--- config.mk ---
export PLATFORM = sky130hd
export DESIGN_NAME = mem_access_unit
export DESIGN_NICKNAME = d
export VERILOG_FILES = /design/src/rtl/mem_access_unit.sv
export SDC_FILE = /design/constraint.sdc
export NUM_CORES = 1
export LEC_CHECK = 0
export BUFFER_PORTS_ARGS = -buffer_cell sky130_fd_sc_hd__buf_2
export CORE_UTILIZATION = 48
export CTS_CLUSTER_DIAMETER = 100
export DETAILED_ROUTE_END_ITERATION = 8
export PLACE_DENSITY = 0.8
export SLEW_MARGIN = 10
export SYNTH_ARGS = -nofsm -noshare
export SYNTH_HDL_FRONTEND = slang
export SYNTH_SLANG_ARGS = --single-unit
--- constraint.sdc ---
create_clock -name clk -period 2.2 [get_ports clk]
set_clock_uncertainty 0.05 [all_clocks]
set_input_delay 0.22 -clock clk [delete_from_list [all_inputs] [get_ports clk]]
set_output_delay 0.22 -clock clk [all_outputs]
set_load 0.05 [all_outputs]
--- src/rtl/mem_access_unit.sv ---
// mem_access_unit: multicycle load/store controller, IDLE/ACCESS/DONE.
// Define MEM_TIMEOUT_EN to abort accesses after TIMEOUT_CYCLES wait states.
module mem_access_unit #(
   parameter int DATA_WIDTH     = 32,
   parameter int TIMEOUT_CYCLES = 255
) (
   input  logic                  clk,
   input  logic                  rst_n,
   input  logic                  req,
   input  logic                  we,
   input  logic [DATA_WIDTH-1:0] addr,
   input  logic [1:0]            size,
   input  logic                  uns,
   input  logic [DATA_WIDTH-1:0] wdata,
   output logic                  busy,
   output logic                  done,
   output logic                  err,
   output logic [DATA_WIDTH-1:0] rdata,
   output logic                  mem_req,
   output logic                  mem_we,
   output logic [DATA_WIDTH-1:0] mem_addr,
   output logic [3:0]            mem_be,
   output logic [DATA_WIDTH-1:0] mem_wdata,
   input  logic                  mem_ack,
   input  logic [DATA_WIDTH-1:0] mem_rdata
);

   localparam logic [1:0] S_IDLE   = 2'd0;
   localparam logic [1:0] S_ACCESS = 2'd1;
   localparam logic [1:0] S_DONE   = 2'd2;

   logic [1:0]            state_q, state_d;
   logic                  we_q, uns_q, err_q;
   logic [1:0]            size_q, off_q;
   logic [3:0]            be_q, be_d;
   logic [DATA_WIDTH-1:0] addr_q, wdata_q, wdata_d;
   logic [DATA_WIDTH-1:0] rdata_q, ld_data;
   logic [7:0]            lane_b;
   logic [15:0]           lane_h;
   logic                  bad, timeout;

`ifdef MEM_TIMEOUT_EN
   logic [31:0] cnt_q;

   assign timeout = (cnt_q == 32'(TIMEOUT_CYCLES - 1));

   // Wait-state counter: zero outside ACCESS, counts cycles without ack.
   always_ff @(posedge clk or negedge rst_n) begin
      if (!rst_n) begin
         cnt_q <= '0;
      end else if (state_q != S_ACCESS) begin
         cnt_q <= '0;
      end else if (!mem_ack) begin
         cnt_q <= cnt_q + 32'd1;
      end
   end
`else
   logic [31:0] unused_timeout;

   assign timeout        = 1'b0;
   assign unused_timeout = 32'(TIMEOUT_CYCLES);
`endif

   // Alignment check, byte-lane enables and lane-replicated store data.
   always_comb begin
      bad     = 1'b0;
      be_d    = 4'b1111;
      wdata_d = wdata;
      unique case (size)
         2'b00: begin
            be_d    = 4'b0001 << addr[1:0];
            wdata_d = {4{wdata[7:0]}};
         end
         2'b01: begin
            bad     = addr[0];
            be_d    = 4'b0011 << addr[1:0];
            wdata_d = {2{wdata[15:0]}};
         end
         2'b10: bad = |addr[1:0];
         default: bad = 1'b1;
      endcase
   end

   // Select the addressed lane and extend it to a full word.
   always_comb begin
      lane_b = mem_rdata[7:0];
      unique case (off_q)
         2'd1: lane_b = mem_rdata[15:8];
         2'd2: lane_b = mem_rdata[23:16];
         2'd3: lane_b = mem_rdata[31:24];
         default: lane_b = mem_rdata[7:0];
      endcase
      lane_h  = off_q[1] ? mem_rdata[31:16] : mem_rdata[15:0];
      ld_data = mem_rdata;
      unique case (size_q)
         2'b00: ld_data = {{(DATA_WIDTH-8){~uns_q & lane_b[7]}}, lane_b};
         2'b01: ld_data = {{(DATA_WIDTH-16){~uns_q & lane_h[15]}}, lane_h};
         default: ld_data = mem_rdata;
      endcase
   end

   // Next-state logic; illegal requests skip the memory entirely.
   always_comb begin
      state_d = state_q;
      unique case (state_q)
         S_IDLE:   if (req) state_d = bad ? S_DONE : S_ACCESS;
         S_ACCESS: if (mem_ack || timeout) state_d = S_DONE;
         S_DONE:   state_d = S_IDLE;
         default:  state_d = S_IDLE;
      endcase
   end

   // State, latched request controls and the held load result.
   always_ff @(posedge clk or negedge rst_n) begin
      if (!rst_n) begin
         state_q <= S_IDLE;
         we_q    <= 1'b0;
         uns_q   <= 1'b0;
         err_q   <= 1'b0;
         size_q  <= 2'b00;
         off_q   <= 2'b00;
         be_q    <= 4'b0000;
         addr_q  <= '0;
         wdata_q <= '0;
         rdata_q <= '0;
      end else begin
         state_q <= state_d;
         if (state_q == S_IDLE && req) begin
            err_q <= bad;
            if (!bad) begin
               we_q    <= we;
               uns_q   <= uns;
               size_q  <= size;
               off_q   <= addr[1:0];
               be_q    <= be_d;
               addr_q  <= {addr[DATA_WIDTH-1:2], 2'b00};
               wdata_q <= wdata_d;
            end
         end
         if (state_q == S_ACCESS) begin
            if (mem_ack) begin
               if (!we_q) rdata_q <= ld_data;
            end else if (timeout) begin
               err_q <= 1'b1;
            end
         end
      end
   end

   assign busy      = (state_q != S_IDLE);
   assign done      = (state_q == S_DONE);
   assign err       = done & err_q;
   assign rdata     = rdata_q;
   assign mem_req   = (state_q == S_ACCESS);
   assign mem_we    = we_q;
   assign mem_addr  = addr_q;
   assign mem_be    = be_q;
   assign mem_wdata = wdata_q;

endmodule

# Yosys cells after proc, flatten, opt, wreduce, memory -nomap -nowiden
# Index checks and enable logic that the tools add are counted.
dict set report word_totals {
  register_bits 107
  in_bits 104
  elab_cells 47
}
dict set report op_classes {
  eq_ne 10
  shift 2
  muxes 10
  bitwise 6
  n_reduce_logical 9
}
# cell n
set ops {}
lappend ops {{$pmux 32 s2} 2}
lappend ops {{$pmux 8 s3} 1}
lappend ops {{$mux 16} 1}
lappend ops {{$eq 2x1->1 const B} 4}
lappend ops {{$eq 2x2->1 const B} 4}
lappend ops {{$pmux 4 s2} 1}
lappend ops {{$logic_not 2->1} 3}
lappend ops {{$mux 2} 3}
lappend ops {{$pmux 2 s2} 1}
lappend ops {{$reduce_and 2->1} 2}
lappend ops {{$shl 1x2->4 const A} 1}
lappend ops {{$shl 2x2->4 const A} 1}
lappend ops {{$and 1x1->1} 3}
lappend ops {{$not 1->1} 3}
lappend ops {{$pmux 1 s3} 1}
lappend ops {{$reduce_and 3->1} 1}
lappend ops {{$ne 2x1->1 const B} 1}
lappend ops {{$ne 2x2->1 const B} 1}
lappend ops {{$reduce_bool 2->1} 1}
lappend ops {{$reduce_or 2->1} 1}
lappend ops {{$logic_and 1x1->1} 1}

# Longest topological paths before layout
dict set report depth {
  ltp_word 5
  ltp_mapped 7
  depth_no_buf 5
}

# Least setup slack after synthesis
# Ideal clock, no wire load.
dict set report synth_timing {
  path_kind {register to output}
  start {register state_q[0]}
  end {output port err}
  arrival_ps 1677
  setup_slack_ps 253
  path_stages_with_launch 3
  path_buffers 0
  cell_sequence {dfrtp_1 -> nor2b_1 -> and2_1}
}
dict set report synth_between {
  elab_chain_len 2
}
# element line_no
set synth_rtl {}
lappend synth_rtl {{start, declared} 32} ;# logic [1:0] state_q, state_d;
lappend synth_rtl {{start signal, assigned} 127} ;# state_q <= state_d;
lappend synth_rtl {{$eq 2x2->1} 151} ;# assign done = (state_q == S_DONE);
lappend synth_rtl {{named net done} 16} ;# output logic done,
lappend synth_rtl {{$and 1x1->1} 152} ;# assign err = done & err_q;
lappend synth_rtl {{end, declared} 17} ;# output logic err,
# The timed path passes the listed nets, and every way through them passes these cells.

# Final worst setup path
dict set report layout_timing {
  start {register state_q[0]}
  end {register addr_q[30] (netlist: mem_addr[30])}
}
dict set report layout_between {
  elab_chain_len 3
}
# element line_no
set layout_rtl {}
lappend layout_rtl {{$logic_not 2->1} 128} ;# if (state_q == S_IDLE && req) begin
lappend layout_rtl {{$logic_and 1x1->1} 128}
lappend layout_rtl {{$reduce_and 2->1 (no line)} n/a}
lappend layout_rtl {{end signal, assigned} 136} ;# addr_q <= {addr[DATA_WIDTH-1:2], 2'b00};
lappend layout_rtl {{end, declared} 36} ;# logic [DATA_WIDTH-1:0] addr_q, wdata_q, wdata_d;
# Every way passes these cells.
# A chain may end at the register's enable or synchronous reset.

==> metrics.md <==
| Metric | Value |
|---|---|
| Global Route Usage Sum | 0.237 |
| Critical Path RT | 2400 ps |
| Share of layout cells above drive strength 1 | 0.436 |
| Max-slew violation count | 0 |
| Crit share post-route | 0.848 |
| Slew of the pin with the lowest slew margin | ~570 ps |
| CP max stage delay | ~440 ps |
| Status | complete, no violations |
| Flop2flop setup slack | roughly 330 ps |
| Initial antenna violation count | 0 |
| Post-Synthesis Cells | 450 |
| Met3 WL | 983 um |
| Clock Power Share | 0.114 |
| Row count | 36 |
| Critical Path End | mem_addr[30] |
| Synthesized area | between 4000 and 5000 um^2 |
| Nets | ~750 |
| Floorplan core area | between 9000 and 10000 um^2 |
| Vias in the first global route | between 3000 and 4000 |
| Highest-count cells in the layout ignoring fill and taps | buf_2, dfrtp_1, nand2_1 |
| # IOs | between 200 and 250 |
| Pin count of the biggest net entering global routing | 93 |
| CP bufs+invs | 1 |
| Initial Util | 0.496 |
| Layout Utilization | 0.635 |
| Sw Ratio | 0.528 |
| Area Growth Syn to Fin | 27.9% |
| CP max FO | 92 |
| Clock root buffer | clkbuf_8 |
| Clock transition at the registers of the reported paths | 100 ps |
| Setup TNS | 0 ps |
| Overflow after GRT | 0 |
| Mean post-synth cell area | about 11 um^2 |
| Die area | roughly 11000 um^2 |
| Avg WL per Cell | 15.8 um |
| Internal power | approximately 0.0045 W |
| VDD IR max | between 0.8 and 0.9 mV |
| WP data arrival | just over 2000 ps |
| Synth unique cells | 34 |
| Minimum clock period | ~1900 ps |
| FF-to-FF End | mem_addr[30] |
| WP depth | 4 |
| Final setup fails | 0 |
| Fin. Hold Viols | 0 |
| Post-route insts no fill | between 700 and 800 |
| Max-cap viol count | 0 |
| Top_reg_cell synth | dfrtp_1 |
| Final Power | between 0.009 and 0.01 W |
| Routed WL | 12400 um |
| Worst-case clock buffer depth | 2 |
| Max layer used | met4 |
| Antenna Cells | 0 |
| CP endpoint kind | register |
| H-Tree Depth | 3 |
| WS Path Type | register to register |
| DRC Markers | 0 |
| Seq/Total Area, Yosys | 0.549 |
| Post-synthesis register bit count | around 110 |
| Switch Pwr | about 0.0050 W |
| Skew-Pair Late Insertion Delay | around 350 ps |
| Yosys warning total | 0 |
| Drt initial violations | between 100 and 150 |
| Clk sinks | ~110 |
| Inserted Clock Buffers | 9 |
| Post CTS Setup Buffer Count | 0 |
| Die width | slightly above 100 um |
| CTS tree | yes |
| Post-route ant nets | 0 |
| Achievable Freq | around 540 MHz |
| Path depth of the worst reg2reg path | 4 |
| Origin of the critical flop-to-flop path | state_q[0] |
| PortBufs | between 200 and 250 |
| Top cell family by delay on the critical path | flip-flops |
| CP cell instances | nor3b_1 -> o21ai_4 -> buf_12 -> mux2_2 |
| Post-detail-place hpwl | 9280 um |
| Critical path startpoint | state_q[0] |
| Slowest CP cell | dfrtp_1 |
| Met1 Routed Length | 5110 um |
| Die Ht | 103 um |
| Pleak | ~3.1 nW |
| HP Class | primary input to register |
| Via density | ~5.2 |
| EDFF count, synth | 0 |
| First-pass GRT wire length | 19000 um |
| Crit start category | register |
| Synth async-reset ratio | 1.00 |
| Flop pwr share | 0.337 |
| Placed cell count | 768 |
| Pwr/cell area | ~1500 nW/um^2 |
| RSZ-0062 raised after global routing | no |
| GPL Wtd Cong | around 0.8 |
| Max_slew headroom | 0.622 |
| Via Count | roughly 4100 |
| Metal2 WL | 6180 um |
| Comb pwr share | 0.548 |
| Commonest non-fill, non-tap cell in the layout | buf_2 |
| 1st-pass router iterations | 4 |
sequential cells by signal, summed over array words and instances, names as in the netlist:
register,count
state_q,2
uns_q,1
off_q,2
rdata,32
err_q,1
mem_addr,30
mem_we,1
mem_wdata,32
size_q,2
mem_be,4
cell type report:
| class | instances | area, um^2 |
|---|---|---|
| Inverter | 3 | 11.3 |
| Timing Repair Buffer | 220 | 1170 |
| Multi-Input combinational cell | 306 | 2040 |
| Fill cell | 842 | 3580 |
| Sequential cell | 107 | 2680 |
| Tap cell | 133 | 166 |
| Clock inverter | 4 | 26.3 |
| Clock buffer | 12 | 145 |
per-layer routing:
layer | global-route usage | vias up
met1 | 0.283 | 1965
met5 | 0 | -
met2 | 0.401 | 168
li1 | - | 1970
met4 | 0.101 | 0
met3 | 0.0671 | 14
per-stage QoR:
stage | hold slack (ps) | setup slack [ps] | area (um^2)
after floorplan | -126 | 253 | 4880
after global placement | 184 | 398 | 6050
after detailed placement | 187 | 331 | 6050
after CTS | 3.50 | 338 | 6240
after global routing | 6.26 | 229 | 6240
final | 23.1 | 334 | 6240
worst min path at each step:
stage,startpoint,endpoint,slack (ps),cells after the start
final,addr[10],mem_addr[10],20,2
after detailed placement,rst_n,rdata[23],190,1
after CTS,addr[11],mem_addr[11],4,2
after global placement,rst_n,rdata[15],180,1
after floorplan,rst_n,err_q,-130,0
after global routing,addr[8],mem_addr[8],6,2
logic make-up (layout without fill, tap and decap cells):
| kind of cell | count (synthesis) | after routing | synth area share |
|---|---|---|---|
| buf+inv | 38 | 239 | 0.0346 |
| flops | 107 | 107 | 0.549 |
| compound gates | 108 | 108 | 0.133 |
| mux | 78 | 78 | 0.174 |
| other cells | 1 | 2 | 0.000769 |
| simple gates | 118 | 118 | 0.108 |
Yosys cell counts, types with 2 or more instances:
cell         n  area (um^2)
and2_1       2         12.5
buf_2        9         45.0
nand2_1     47          176
a32oi_1      8         70.1
buf_1        4         15.0
a2bb2oi_1    6         52.6
buf_4        2         15.0
nor2_1      44          165
nor2b_1      4         25.0
inv_1        3         11.3
clkbuf_1    19         71.3
o21ai_0     32          160
nor3_1       7         35.0
a31oi_1      8         50.1
dfrtp_1    107         2680
mux2i_1     32          320
a21oi_1     43          215
nand2b_1     3         18.8
nand3b_1     4         30.0
a211o_1      6         52.6
nor3b_1      3         22.5
mux2_2      45          507
power by group through the flow:
stage | logic, W | clock network (W) | registers [W]
floorplan | 0.00128 | 0 | 0.00591
CTS | 0.00528 | 0.00113 | 0.00323
finish | 0.00524 | 0.00110 | 0.00323
detailed placement | 0.00527 | 0 | 0.00327
global placement | 0.00517 | 0 | 0.00322
global route | 0.00556 | 0.00118 | 0.00333
repair_timing:
item,4_1_cts,5_1_grt
setup endpoints to repair,0,0
hold buffers,1,0
hold endpoints to repair,37,0
gates resized for setup,0,0
Power figures use the tool's default switching activity.
